===== src/rtl/gb_serial_port.sv =====
// Serial link port behind the SB/SC IO registers: 8-bit MSB-first shifter
// clocked internally (prescaled clk) or externally (synchronized sck_in).
module gb_serial_port #(
    parameter int CLK_DIV = 512
) (
    input  logic       clk,
    input  logic       reset,
    input  logic       sel_ser,
    input  logic [1:0] adr,
    input  logic       write,
    input  logic       read,
    input  logic [7:0] data_in,
    output logic [7:0] data_out,
    input  logic       sck_in,
    output logic       sck_out,
    output logic       sck_oe,
    input  logic       sin,
    output logic       sout,
    output logic       irq
);

    localparam int unsigned PW = $clog2(CLK_DIV);
    localparam logic [PW-1:0] HALF = PW'(CLK_DIV / 2 - 1);
    localparam logic [PW-1:0] LAST = PW'(CLK_DIV - 1);

    typedef enum logic {
        IDLE,
        SHIFT
    } state_t;

    state_t        state;
    state_t        state_nx;
    logic [7:0]    sb;
    logic          clksel;
    logic [2:0]    cnt;
    logic [PW-1:0] presc;
    logic          sck_s1;
    logic          sck_s2;
    logic          sck_s3;
    logic          sin_s1;
    logic          sin_s2;

    logic sb_wr;
    logic sc_wr;
    logic in_shift;
    logic edge_fall;
    logic edge_rise;
    logic done;
    logic start;

    // read strobes carry no side effects; data_out is decoded from adr alone
    logic unused_read;
    assign unused_read = read;

    assign start    = (state == SHIFT);
    assign in_shift = (state == SHIFT);
    assign sck_oe   = clksel;

    always_comb begin
        sb_wr     = sel_ser & write & (adr == 2'b01);
        sc_wr     = sel_ser & write & (adr == 2'b10);
        edge_fall = 1'b0;
        edge_rise = 1'b0;
        if (in_shift) begin
            if (clksel) begin
                edge_fall = (presc == HALF);
                edge_rise = (presc == LAST);
            end else begin
                edge_fall = ~sck_s2 & sck_s3;
                edge_rise = sck_s2 & ~sck_s3;
            end
        end
        // an SC write in the completing cycle takes priority over completion
        done     = edge_rise & (cnt == 3'd7) & ~sc_wr;
        state_nx = state;
        if (sc_wr) begin
            state_nx = data_in[7] ? SHIFT : IDLE;
        end else if (done) begin
            state_nx = IDLE;
        end
    end

    always_ff @(posedge clk) begin
        if (!reset) begin
            state <= IDLE;
        end else begin
            state <= state_nx;
        end
    end

    always_ff @(posedge clk) begin
        if (!reset) begin
            sb      <= 8'h00;
            clksel  <= 1'b0;
            cnt     <= 3'd0;
            presc   <= '0;
            sck_out <= 1'b1;
            sout    <= 1'b1;
            irq     <= 1'b0;
            sck_s1  <= 1'b1;
            sck_s2  <= 1'b1;
            sck_s3  <= 1'b1;
            sin_s1  <= 1'b1;
            sin_s2  <= 1'b1;
        end else begin
            sck_s1 <= sck_in;
            sck_s2 <= sck_s1;
            sck_s3 <= sck_s2;
            sin_s1 <= sin;
            sin_s2 <= sin_s1;
            irq    <= done;
            if (sc_wr) begin
                clksel  <= data_in[0];
                cnt     <= 3'd0;
                presc   <= '0;
                sck_out <= 1'b1;
            end else if (in_shift) begin
                if (clksel) begin
                    presc <= (presc == LAST) ? '0 : presc + 1'b1;
                end
                if (edge_fall) begin
                    sout <= sb[7];
                    if (clksel) begin
                        sck_out <= 1'b0;
                    end
                end
                if (edge_rise) begin
                    sb      <= {sb[6:0], sin_s2};
                    cnt     <= cnt + 3'd1;
                    sck_out <= 1'b1;
                end
            end else if (sb_wr) begin
                sb <= data_in;
            end
        end
    end

    always_comb begin
        data_out = 8'hFF;
        if (sel_ser) begin
            case (adr)
                2'b01:   data_out = sb;
                2'b10:   data_out = {start, 6'b111111, clksel};
                default: data_out = 8'hFF;
            endcase
        end
    end

endmodule

===== config.mk =====
export PLATFORM = sky130hd
export DESIGN_NAME = gb_serial_port
export DESIGN_NICKNAME = d
export VERILOG_FILES = /design/src/rtl/gb_serial_port.sv
export SDC_FILE = /design/constraint.sdc
export NUM_CORES = 1
export LEC_CHECK = 0
export CORE_UTILIZATION = 50
export DETAILED_ROUTE_END_ITERATION = 6
export GPL_TIMING_DRIVEN = 0
export PLACE_DENSITY = 0.86
export RECOVER_POWER = 25
export SLEW_MARGIN = 40
export SYNTH_ARGS = -nofsm -noshare
export SYNTH_HDL_FRONTEND = slang
export SYNTH_SLANG_ARGS = --single-unit

===== constraint.sdc =====
create_clock -name clk -period 2.7 [get_ports clk]
set_clock_uncertainty 0.2 [all_clocks]
set_input_delay 0.675 -clock clk [delete_from_list [all_inputs] [get_ports clk]]
set_output_delay 0.675 -clock clk [all_outputs]
set_load 0.05 [all_outputs]

## Word-level counts from Yosys, hierarchy flattened

Cells that the tools add are included.

| cells by class | value |
|---|---|
| eq/ne operators | 6 |
| bitwise gates (word level) | 11 |
| multiplexer cells | 16 |
| add/subtract/negate cells | 2 |
| reductions and logical operators | 10 |

Operator list:

| operator | count |
|---|---|
| 8-bit two-way mux | 4 |
| 8-bit case mux with 2 select lines | 1 |
| 1-bit two-way mux | 10 |
| 9-bit by 1-bit adder with 9-bit output, second input constant | 1 |
| 9-bit by 8-bit equality test with 1-bit output, second input constant | 1 |
| 9-bit equality test, second input constant | 1 |
| 9-bit two-way mux | 1 |
| 3-bit AND reduction | 3 |
| 2-bit nonzero test | 4 |
| 1-bit AND | 7 |
| 1-bit NOT | 4 |
| 2-bit AND reduction | 2 |
| 3-bit by 1-bit adder with 3-bit output, second input constant | 1 |
| 3-bit equality test, second input constant | 1 |
| 2-bit by 1-bit equality test with 1-bit output, second input constant | 1 |
| 2-bit equality test, second input constant | 1 |
| 2-bit by 1-bit inequality test with 1-bit output, second input constant | 1 |
| 2-bit OR reduction | 1 |

| word-level totals | value |
|---|---|
| logic and storage cells | 58 |
| register bits | 30 |
| output and inout port bits | 12 |
| input port bits | 17 |

## Logic depth before layout (Yosys ltp)

| depth | value |
|---|---|
| depth after elaboration | 8 |
| mapped depth | 10 |
| mapped depth without buffers | 8 |

## Least setup slack after synthesis

Ideal clock, no wire load.

| timing | value |
|---|---|
| kind | input -> output |
| from | input adr[0] |
| to | output data_out[1] |
| setup slack | 0.120 ns |
| stages on the path | 5 |
| arrival time | 1.705 ns |
| buffers on the path | 0 |
| path through | inv_1 -> ha_1 -> nand2b_1 -> nor2_1 -> nand2_1 |

| between the ends | value |
|---|---|
| cells in the longest elaborated chain, start to end | 3 |
| elaborated cells on any way between the ends | 4 |
| those cells by class | 2 x eq/ne; 2 x mux |

RTL lines:

| what | RTL line | text |
|---|---|---|
| start: declaration | 9 | `input logic [1:0] adr,` |
| 2-bit equality test or 2-bit by 1-bit equality test with 1-bit output (tied branches) | 141 | `case (adr)` |
| 8-bit case mux with 2 select lines (*) | 141 |  |
| 8-bit two-way mux (*) | 140 | `if (sel_ser) begin` |
| end: declaration | 13 | `output logic [7:0] data_out,` |

Every way passes the cells marked *; elsewhere a longest branch is shown, timed or not.

## Worst setup path after layout

| timing | value |
|---|---|
| from | register clksel, in the netlist sck_oe |
| to | output sck_oe |

RTL lines:

| what | RTL line | text |
|---|---|---|
| start: declaration | 34 | `logic clksel;` |
| start signal: assignment | 113 | `clksel <= data_in[0];` |
| end: declaration | 16 | `output logic sck_oe,` |

No word-level cell between the ends.

==> metrics.yaml <==
outcome:
  status: "finished clean"
logic_synthesis:
  yosys-top-cells-area: "dfxtp_1 (40%), mux2i_1 (7.4%), nand2_1 (7.1%)"
  ys_top_cells_by_count: "dfxtp_1 (30), nand2_1 (28), mux2i_1 (11), nor2_1 (11), o211a_1 (8)"
  synth_seq_cells: 30
  synth_fp_nets: 186
  yosysTopAreaCell: "dfxtp_1"
  async_reset_ff_share_pct: 0
  synth_cell_types: 38
  netlist_instances: 162
  netlist_area_um2: 1490
  synth_edf_count: 0
  synth-main-ff-cell: "dfxtp_1"
  avgSynthCellArea_um2: 9.19
  yosysTopAreaCellShare_pct: 40.3
  yosysSeqAreaShare_pct: 40.3
  synth_warnings: 0
  synth.most_common_cell: "dfxtp_1"
setup_path:
  cp-start-kind: "flip-flop"
  critPathBufInv: 1
  worst_path_max_delay_cell: "clkdlybuf4s50_1"
  arrival_ns: 1.73
  crit_fanout: 9
  r2r_cells: 10
  required_ns: 1.82
  path_cells: "clkdlybuf4s50_1"
  crit_path_end_kind: "output port"
  crit_type: "flip-flop to output port"
  crit_cells: 1
  max_stage_delay_ns: 0.87
  crit_family: "buffers and inverters"
  r2r_start: "presc[0]"
  reg2reg_slack_ns: 0.21
  reg2reg_to: "sb[6]"
clocking:
  htreeDepth: 2
  cts_buffers: 5
  root_buffer: "clkbuf_4"
  insertion_delay_ns: 0.34
  ctsHoldBuffers: 0
  tritoncts: "yes"
  cts.sinks: 30
  clk_path_buf_depth: 2
  clkTransAtPathRegs_ns: 0.09
cells_and_area:
  final_cells: 228
  drive_above_1_share_pct: 16.8
  utilization_pct: 66.8
  nets: 220
  antenna_cells: 0
  area_growth_pct: 24.9
  fin_area_um2: 1860
die:
  die_height_um: 56.6
  dieWidth_um: 56.6
  pin_count: 29
  coreArea_um2: 2780
  dieArea_um2: 3200
  start_util_pct: 53.5
  rows: 19
grt:
  grt_start_max_net_pins: 11
  antenna_found_initial: 0
  grt_pass1_vias: 1284
  grt_overflow: 0
  grt_use_total_pct: 22.5
  grt_pass1_wl_um: 5480
job:
  maxCapViolations: 0
pwr:
  p_leak_uw: 0.000849
  seqPwrFrac_pct: 52.6
  vdd_drop_max_mv: 0.421
  swShare_pct: 27.4
  pwr-share-clk_pct: 32.7
  switchingPower_uw: 238
  internal_power_uw: 630
  combPwrFrac_pct: 14.7
  p_per_area_nw_per_um2: 467
routing:
  vias_per_cell: 5.65
  drc: 0
  routed_wl_um: 3210
  first_pass_iters: 4
  drt_iter0_drc: 43
  ant_nets: 0
  num_vias: 1288
  post_drt_wl_per_cell_um: 14.1
sta:
  setup_viol: 0
  worst_pin_slew_ns: 0.499
  rsz0062_at_grt: "no"
  fmax_mhz: 383
  finalCritPeriodShare_pct: 96.6
  period_needed_ns: 2.61
  hold_viol: 0
  maxSlewViolCount: 0
  relSlewSlack_pct: 66.6
place:
  gp_congestion: 0.830
  placed_area_um2: 1790
  place_inst: 219
  hpwl_um: 2310
  port_buffers: 26
worst_hold_path:
  hold_class: "flip-flop to flip-flop"
  hold_end: "sck_s2"
  min_path_cells: 1
  min_from: "sck_s1"
-- worst register-to-register path, delay by kind of cell (launching register included) --
| kind | cells | cell delay [ns] |
|---|---|---|
| AO/OA/AOI/OAI | 2 | 0.42 |
| adder cells (fa/ha/maj) | 2 | 0.39 |
| buffers and inverters | 2 | 0.37 |
| flip-flops | 1 | 0.38 |
| AND/OR/NAND/NOR | 4 | 0.64 |
-- power groups by stage --
stage | registers [uW] | logic [uW] | clock network [uW]
after floorplan | 466 | 73.4 | 0
after global placement | 466 | 121 | 0
after detailed placement | 467 | 124 | 0
after CTS | 456 | 122 | 293
after global routing | 458 | 136 | 316
final | 456 | 128 | 283
-- final cells by class --
cell class | instances | area, um^2
Buffer | 8 | 43.8
Clock buffer | 7 | 55.1
Clock inverter | 1 | 5.00
Fill cell | 236 | 922
Inverter | 4 | 15.0
Multi-Input combinational cell | 119 | 842
Sequential cell | 30 | 601
Tap cell | 31 | 38.8
Timing Repair Buffer | 28 | 259
-- what timing repair did --
action / in CTS / in global routing
endpoints found under the setup margin: 8 / 10
setup buffers: 0 / 2
pin swaps: 0 / 3
gates resized for setup: 53 / 17
gates cloned: 0 / 0
-- cells in the final DEF, fill, tap and decap left out, types with 2 or more instances in the layout --
cell             count
and2_1               3
buf_6                5
nor2_1              10
clkbuf_1             3
clkbuf_4             5
clkbuf_2             3
clkdlybuf4s50_1     12
dlygate4sd3_1        3
a21oi_1              6
a221o_1              2
buf_4                6
o21ai_0              3
nor3_1               2
nand2_1             28
nand2b_1             5
nand3_1              3
ha_1                 6
buf_2                4
and3_1               6
o211a_1              8
xor2_1               4
inv_1                4
dfxtp_1             30
mux2i_1             11
nand4_1              2
-- flip-flops by register name, indices dropped and copies added, names as in the netlist --
| signal | count |
|---|---|
| sb | 8 |
| sck_out | 1 |
| cnt | 3 |
| sck_s2 | 1 |
| in_shift | 1 |
| sck_s3 | 1 |
| presc | 9 |
| irq | 1 |
| sck_s1 | 1 |
| sout | 1 |
| sin_s1 | 1 |
| sin_s2 | 1 |
| sck_oe | 1 |
-- logic make-up (layout without fill, tap and decap cells) --
group	after synthesis	after routing	share of synthesized area, %
buf+inv	13	48	4.29
flops	30	30	40.3
fa+ha+maj	7	7	5.88
simple gates	70	70	25.0
compound gates	27	27	14.8
mux	11	11	7.40
xor+xnor	4	4	2.35
-- worst max path at each step --
stage / start / end / slack, ns
finish: sck_oe / sck_oe / 0.09
global route: presc[0] / sb[6] / 0.001
global placement: adr[0] / data_out[6] / -0.92
CTS: adr[0] / data_out[0] / 0.006
floorplan: adr[0] / data_out[1] / 0.12
detailed placement: adr[0] / data_out[3] / -0.98
-- per-layer routing --
layer	share of wire [%]	vias to the layer above	wire length, um	global-route usage (%)
li1	-	636	-	-
met3	3.9	9	126	8.29
met4	2.1	0	68	8.71
met2	50	24	1610	38.7
met5	0	-	0	0
met1	44	619	1410	24.9
-- metrics by stage --
stage | hold WS [ns] | setup WS [ns] | TNS [ns] | power, uW
after CTS | 0.225 | 0.00601 | 0 | 871
after floorplan | 0.186 | 0.120 | 0 | 539
after global routing | 0.258 | 0.000988 | 0 | 909
final | 0.223 | 0.0915 | 0 | 867
after global placement | 0.189 | -0.923 | -7.11 | 587
after detailed placement | 0.201 | -0.980 | -7.42 | 591
No activity file was read; power rests on OpenSTA's default activity.
